--- config.mk ---
export PLATFORM = sky130hd
export DESIGN_NAME = cp_insert
export DESIGN_NICKNAME = d
export VERILOG_FILES = /design/src/rtl/cp_insert_pkg.sv /design/src/rtl/cp_insert_bank_ram.sv /design/src/rtl/cp_insert.sv
export SDC_FILE = /design/constraint.sdc
export NUM_CORES = 2
export LEC_CHECK = 0
export ABC_AREA = 0
export BUFFER_PORTS_ARGS = -buffer_cell sky130_fd_sc_hd__buf_2
export CORE_UTILIZATION = 50
export CTS_BUF_LIST = sky130_fd_sc_hd__clkbuf_16
export DETAILED_ROUTE_END_ITERATION = 10
export PLACE_DENSITY = 0.66
export SYNTH_ARGS = -nofsm -noshare
export SYNTH_HDL_FRONTEND = slang
export SYNTH_SLANG_ARGS = --single-unit
--- constraint.sdc ---
create_clock -name clk -period 4.5 [get_ports clk]
set_input_delay 0.9 -clock clk [delete_from_list [all_inputs] [get_ports clk]]
set_output_delay 0.9 -clock clk [all_outputs]
set_load 0.1 [all_outputs]
--- src/rtl/cp_insert_pkg.sv ---
// Shared defaults and FSM state types for the cyclic-prefix inserter.
package cp_insert_pkg;

  localparam int unsigned DefWidth = 10;
  localparam int unsigned DefN     = 64;
  localparam int unsigned DefCpLen = 16;

  typedef enum logic {
    StFill,
    StDrop
  } wr_state_e;

  typedef enum logic [1:0] {
    StIdle,
    StCp,
    StBody
  } rd_state_e;

endpackage

--- src/rtl/cp_insert_bank_ram.sv ---
// Two-bank sample store: one synchronous write port, one registered read port.
module cp_bank_ram #(
  parameter int unsigned Width = 10,
  parameter int unsigned Depth = 128,
  localparam int unsigned AddrW = $clog2(Depth)
) (
  input  logic             clk_i,
  input  logic             rst_ni,
  input  logic             we_i,
  input  logic [AddrW-1:0] waddr_i,
  input  logic [Width-1:0] wdata_i,
  input  logic             re_i,
  input  logic [AddrW-1:0] raddr_i,
  output logic [Width-1:0] rdata_o
);

  logic [Width-1:0] mem_q [Depth];
  logic [Width-1:0] rdata_q;

  // Sample storage, no reset needed: a bank is only read after being fully written.
  always_ff @(posedge clk_i) begin
    if (we_i) begin
      mem_q[waddr_i] <= wdata_i;
    end
  end

  // Read register doubles as the output data register; it holds when re_i is low.
  always_ff @(posedge clk_i or negedge rst_ni) begin
    if (!rst_ni) begin
      rdata_q <= '0;
    end else if (re_i) begin
      rdata_q <= mem_q[raddr_i];
    end
  end

  assign rdata_o = rdata_q;

endmodule

--- src/rtl/cp_insert.sv ---
// Cyclic-prefix inserter: ping-pong buffers each symbol, replays its tail as prefix.
module cp_insert
  import cp_insert_pkg::*;
#(
  parameter int unsigned WIDTH  = DefWidth,
  parameter int unsigned N      = DefN,
  parameter int unsigned CP_LEN = DefCpLen
) (
  input  logic             clk,
  input  logic             reset,
  input  logic             i_sync,
  input  logic             i_valid,
  input  logic [WIDTH-1:0] i_data,
  output logic             o_valid,
  input  logic             i_ready,
  output logic [WIDTH-1:0] o_data,
  output logic             o_sos,
  output logic             o_drop
);

  localparam int unsigned IdxW  = $clog2(N);
  localparam int unsigned RcW   = $clog2(N + CP_LEN);
  localparam int unsigned AddrW = IdxW + 1;

  localparam logic [IdxW-1:0] IdxLast = IdxW'(N - 1);
  localparam logic [IdxW-1:0] CpStart = IdxW'(N - CP_LEN);
  localparam logic [RcW-1:0]  RcLast  = RcW'(N + CP_LEN - 1);
  localparam logic [RcW-1:0]  RcCp    = RcW'(CP_LEN);

  wr_state_e       wr_state_q, wr_state_d, wr_state_eff;
  logic [IdxW-1:0] wi_q, wi_d, wi_eff;
  logic            wb_q, wb_d;
  logic            drop_q, drop_d;
  logic            we;
  logic [1:0]      full_set;

  rd_state_e       rd_state_q, rd_state_d;
  logic [RcW-1:0]  rc_q, rc_d, rc_inc;
  logic [IdxW-1:0] idx_inc;
  logic            rb_q, rb_d;
  logic            valid_q, valid_d;
  logic            sos_q, sos_d;
  logic            re;
  logic [AddrW-1:0] raddr;
  logic [1:0]      full_clr;
  logic            hs;

  logic [1:0]      full_q, full_d;

  // Writer: fill the current bank, or swallow a whole symbol when it is still full.
  always_comb begin
    wr_state_d   = wr_state_q;
    wi_d         = wi_q;
    wb_d         = wb_q;
    drop_d       = 1'b0;
    we           = 1'b0;
    full_set     = 2'b00;
    // A sync in the same cycle as a sample makes that sample index 0.
    wr_state_eff = i_sync ? StFill : wr_state_q;
    wi_eff       = i_sync ? '0 : wi_q;
    if (i_sync) begin
      wr_state_d = StFill;
      wi_d       = '0;
    end
    if (i_valid) begin
      unique case (wr_state_eff)
        StFill: begin
          if (wi_eff == '0 && full_q[wb_q]) begin
            wr_state_d = StDrop;
            wi_d       = IdxW'(1);
            drop_d     = 1'b1;
          end else begin
            we = 1'b1;
            if (wi_eff == IdxLast) begin
              full_set[wb_q] = 1'b1;
              wb_d           = ~wb_q;
              wi_d           = '0;
            end else begin
              wi_d = wi_eff + IdxW'(1);
            end
          end
        end
        StDrop: begin
          if (wi_eff == IdxLast) begin
            wr_state_d = StFill;
            wi_d       = '0;
          end else begin
            wi_d = wi_eff + IdxW'(1);
          end
        end
        default: wr_state_d = StFill;
      endcase
    end
  end

  // Reader: stream CP tail then body of the full bank; chain into the other bank without a bubble.
  always_comb begin
    rd_state_d = rd_state_q;
    rc_d       = rc_q;
    rb_d       = rb_q;
    valid_d    = valid_q;
    sos_d      = sos_q;
    re         = 1'b0;
    raddr      = {rb_q, CpStart};
    full_clr   = 2'b00;
    hs         = valid_q & i_ready;
    rc_inc     = rc_q + RcW'(1);
    // Output position p maps to bank index (p - CP_LEN) mod N.
    idx_inc    = IdxW'(rc_inc - RcCp);
    unique case (rd_state_q)
      StIdle: begin
        if (full_q[rb_q]) begin
          re         = 1'b1;
          raddr      = {rb_q, CpStart};
          rc_d       = '0;
          valid_d    = 1'b1;
          sos_d      = 1'b1;
          rd_state_d = StCp;
        end
      end
      StCp, StBody: begin
        if (hs) begin
          if (rc_q == RcLast) begin
            full_clr[rb_q] = 1'b1;
            rb_d           = ~rb_q;
            if (full_q[~rb_q]) begin
              re         = 1'b1;
              raddr      = {~rb_q, CpStart};
              rc_d       = '0;
              sos_d      = 1'b1;
              rd_state_d = StCp;
            end else begin
              valid_d    = 1'b0;
              sos_d      = 1'b0;
              rd_state_d = StIdle;
            end
          end else begin
            re         = 1'b1;
            raddr      = {rb_q, idx_inc};
            rc_d       = rc_inc;
            sos_d      = 1'b0;
            rd_state_d = (rc_inc >= RcCp) ? StBody : StCp;
          end
        end
      end
      default: rd_state_d = StIdle;
    endcase
  end

  // Full flags: writer sets its own bank, reader clears the bank it finished.
  always_comb begin
    full_d = (full_q | full_set) & ~full_clr;
  end

  // All control state.
  always_ff @(posedge clk or negedge reset) begin
    if (!reset) begin
      wr_state_q <= StFill;
      wi_q       <= '0;
      wb_q       <= 1'b0;
      drop_q     <= 1'b0;
      rd_state_q <= StIdle;
      rc_q       <= '0;
      rb_q       <= 1'b0;
      valid_q    <= 1'b0;
      sos_q      <= 1'b0;
      full_q     <= 2'b00;
    end else begin
      wr_state_q <= wr_state_d;
      wi_q       <= wi_d;
      wb_q       <= wb_d;
      drop_q     <= drop_d;
      rd_state_q <= rd_state_d;
      rc_q       <= rc_d;
      rb_q       <= rb_d;
      valid_q    <= valid_d;
      sos_q      <= sos_d;
      full_q     <= full_d;
    end
  end

  cp_bank_ram #(
    .Width (WIDTH),
    .Depth (2 * N)
  ) u_ram (
    .clk_i   (clk),
    .rst_ni  (reset),
    .we_i    (we),
    .waddr_i ({wb_q, wi_eff}),
    .wdata_i (i_data),
    .re_i    (re),
    .raddr_i (raddr),
    .rdata_o (o_data)
  );

  assign o_valid = valid_q;
  assign o_sos   = sos_q;
  assign o_drop  = drop_q;

endmodule

==> results by group <==
Run status
  • Status: complete, no violations

Timing
  • Final setup TNS: 0 ns
  • Min Tclk post-route: 4.408 ns
  • Final slew viol count: 0
  • Fmax: 0.2269 GHz
  • Final Hold Vio Count: 0
  • Final period util: 0.9795
  • Rel. slew slack: 0.1374
  • Worst slew pin tran: 1.294 ns
  • Final setup viols: 0
  • Clock skew: ~0.022 ns
  • Hold slack: between 0.2 and 0.25 ns
  • Slack of the critical path: about 0.092 ns
  • Unrepaired setup endpoints after global routing: false

Clocking
  • Max clock buf depth: 3
  • Clk sinks: 1313
  • TritonCTS clock tree: done
  • Setup bufs post-CTS: 0
  • Hold_buf cts: 0
  • Num CTS Buffers: roughly 140
  • CTS H-Tree Depth: 4
  • Clock Latency Late Sink: 0.78 ns
  • Root Driver: clkbuf_16
  • Clock slew seen by the registers of the worst setup and hold paths: 0.06 ns

Critical path
  • Worst reg2reg path depth: 12
  • Reg-to-Reg End: u_ram.rdata_o[0]
  • Crit end category: flip-flop
  • Critical Path Start Type: flip-flop
  • CP Class: flip-flop to flip-flop
  • CP Max Fanout: 49
  • Worst path cell trace: inv_1 -> ha_1 -> nand3_2 -> nor2_4 -> buf_12 -> buf_12 -> or3_1 -> a31oi_1 -> nor4_2 -> o22ai_1 -> a211o_1 -> a41oi_1
  • Buffers & Inverters on Critical Path: 3
  • Worst Path Arrival: roughly 5 ns
  • Worst EP required: 5.17 ns
  • Critical path's top delay family: simple AND/OR/NAND/NOR gates
  • Critical R2R Launch: rd_state_q[1]
  • Worst path most repeated cell: buf_12
  • Worst R2R Setup Slack: 0.09 ns
  • Max incr delay on CP: 0.70 ns
  • Total stage count of the critical path: 12
  • Critical Path Slowest Stage Cell: ha_1

Place
  • RD Place Congestion: between 0.9 and 1
  • Post-detail-place hpwl: 97.52 mm
  • IO buf count: 27
  • Dpl ws: 0.002208 ns

Die
  • Die ar.: between 0.1 and 0.15 mm²
  • Initial Utilization: 0.5058
  • Num rows: 118
  • Die height: between 300 and 400 µm
  • Core Area: 0.1039 mm²
  • I/O pin cnt: 28
  • Die width: 326.3 µm

Yosys
  • Sequential element share of the synthesized area: 0.7468
  • Syn. warnings: 0
  • Synth Instances: approximately 3500
  • Async S/R FF share, synth: 0.02513
  • Most frequent cells after synthesis: edfxtp_1 (1280), nand2_1 (419), nor2_1 (232)
  • Seq cells post-synth: 1313
  • Top cells by area, synth: edfxtp_1 (73%), nand2_1 (3.0%), mux2i_1 (2.3%)
  • Ys flop type: edfxtp_1
  • Mean Syn Cell Area: 15.06 µm²
  • Synthesized Nets: between 3000 and 4000
  • Synthesized cell area: 0.05257 mm²
  • Post-synth EDFFs: around 1300
  • Share of the synthesized area in the top cell type: 0.7311
  • Count leader, synth: edfxtp_1
  • Yosys cell types: 83
  • Area leader, netlist: edfxtp_1

Routing
  • Initial DRC Count: 4658
  • Avg WL per Cell: 29.84 µm
  • DR vias/cell: 6.466
  • ANT nets after route: 0
  • Routed WL: 154.9 mm
  • Number of remaining DRC errors: 0
  • TritonRoute pass-1 iters: 8
  • Routed vias: about 34000

Pwr
  • Overall Power: 24.70 mW
  • Pwr per Cell Area: 410.7 mW/mm²
  • Pleak: ~20 nW
  • VDD IR max: between 0.3 and 0.4 mV

Hold path
  • Tightest Hold Check Type: primary input to async pin

Global route
  • Initial antenna violation count: 5
  • Vias in the first global route: 32270
  • Gr usage total: 0.2900
  • Largest net degree at the start of global routing: roughly 100
  • First-pass GRT wire length: 224.1 mm
  • Total gr overflow: 0

Finish
  • Final nets: 3720
  • Share of cells above drive strength 1: 0.1604
  • Final design utilization: 0.5787
  • Area Overhead vs Synth: 14.42%

Run
  • Maxcap violations: 0
worst max path at each step:
stage / slack (ns) / to / start
final: 0.09 / u_ram.rdata_o[0] / rd_state_q[1]
after global routing: 0.009 / u_ram.rdata_o[0] / rd_state_q[1]
after CTS: 0.02 / u_ram.rdata_o[2] / rd_state_q[1]
after detailed placement: 0.002 / u_ram.rdata_o[0] / rd_state_q[0]
after global placement: 0.002 / u_ram.rdata_o[0] / rd_state_q[1]
after floorplan: 1.16 / u_ram.mem_q[66][0] / i_sync
per-stage QoR:
stage          std cells  area, µm²
2_1_floorplan       3490      52570
4_1_cts             5189      60130
3_5_place_dp        4940      55770
6_report            5192      60150
5_1_grt             5189      60140
3_3_place_gp        4940      55770
cell families (layout without fill, tap and decap cells):
kind of cell,Yosys count,count (layout),synth area share
flops,1313,1313,0.7468
simple gates,1029,1029,0.08927
compound gates,726,726,0.1033
buf+inv,236,555,0.02147
mux,166,166,0.03508
xor+xnor,14,14,0.002618
fa+ha+maj,6,6,0.001428
other cells,0,3,0
metal layers:
layer | share of wire | GRT usage
met5 | 0.00021 | 0
met4 | 0.047 | 0.1347
met3 | 0.11 | 0.06273
met2 | 0.46 | 0.4449
met1 | 0.39 | 0.3976
power by group:
group	internal [mW]	switching, mW	total [mW]
clock network	6.14	4.83	11.0
registers	13.4	0.00615	13.4
logic	0.0363	0.267	0.303
sequential cells by signal, indices dropped and copies added, names as in the netlist:
name / cells
wr_state_q: 1
rd_state_q: 2
rc_q: 7
o_sos: 1
o_valid: 1
full_q: 2
u_ram.rdata_o: 10
u_ram.mem_q: 1280
rb_q: 1
o_drop: 1
wb_q: 1
wi_q: 6
final cells by class:
class | count | area, µm²
fillers | 8046 | 43790
flip-flops and latches | 1313 | 39260
multi-input cells | 1941 | 12260
clock buffers | 137 | 3428
repair buffers | 298 | 2507
well taps | 1380 | 1727
clock inverters | 112 | 930.9
inverters | 8 | 30.03
diodes | 3 | 7.507
layout by cell type, fill, tap and decap left out, types with 79 or more instances in the layout:
master / netlist / routed
a21oi_1: 98 / 97
buf_4: 28 / 256
clkbuf_16: 0 / 137
edfxtp_1: 1280 / 1280
mux2i_1: 119 / 119
nand2_1: 419 / 418
nand3_1: 132 / 132
nor2_1: 232 / 229
o221ai_1: 102 / 102
or3_1: 79 / 79
what timing repair did:
item | 4_1_cts | 5_1_grt
gates resized for setup | 1 | 2
cloned | 0 | 0
setup endpoints to repair | 1 | 1
Power figures use the tool's default switching activity.
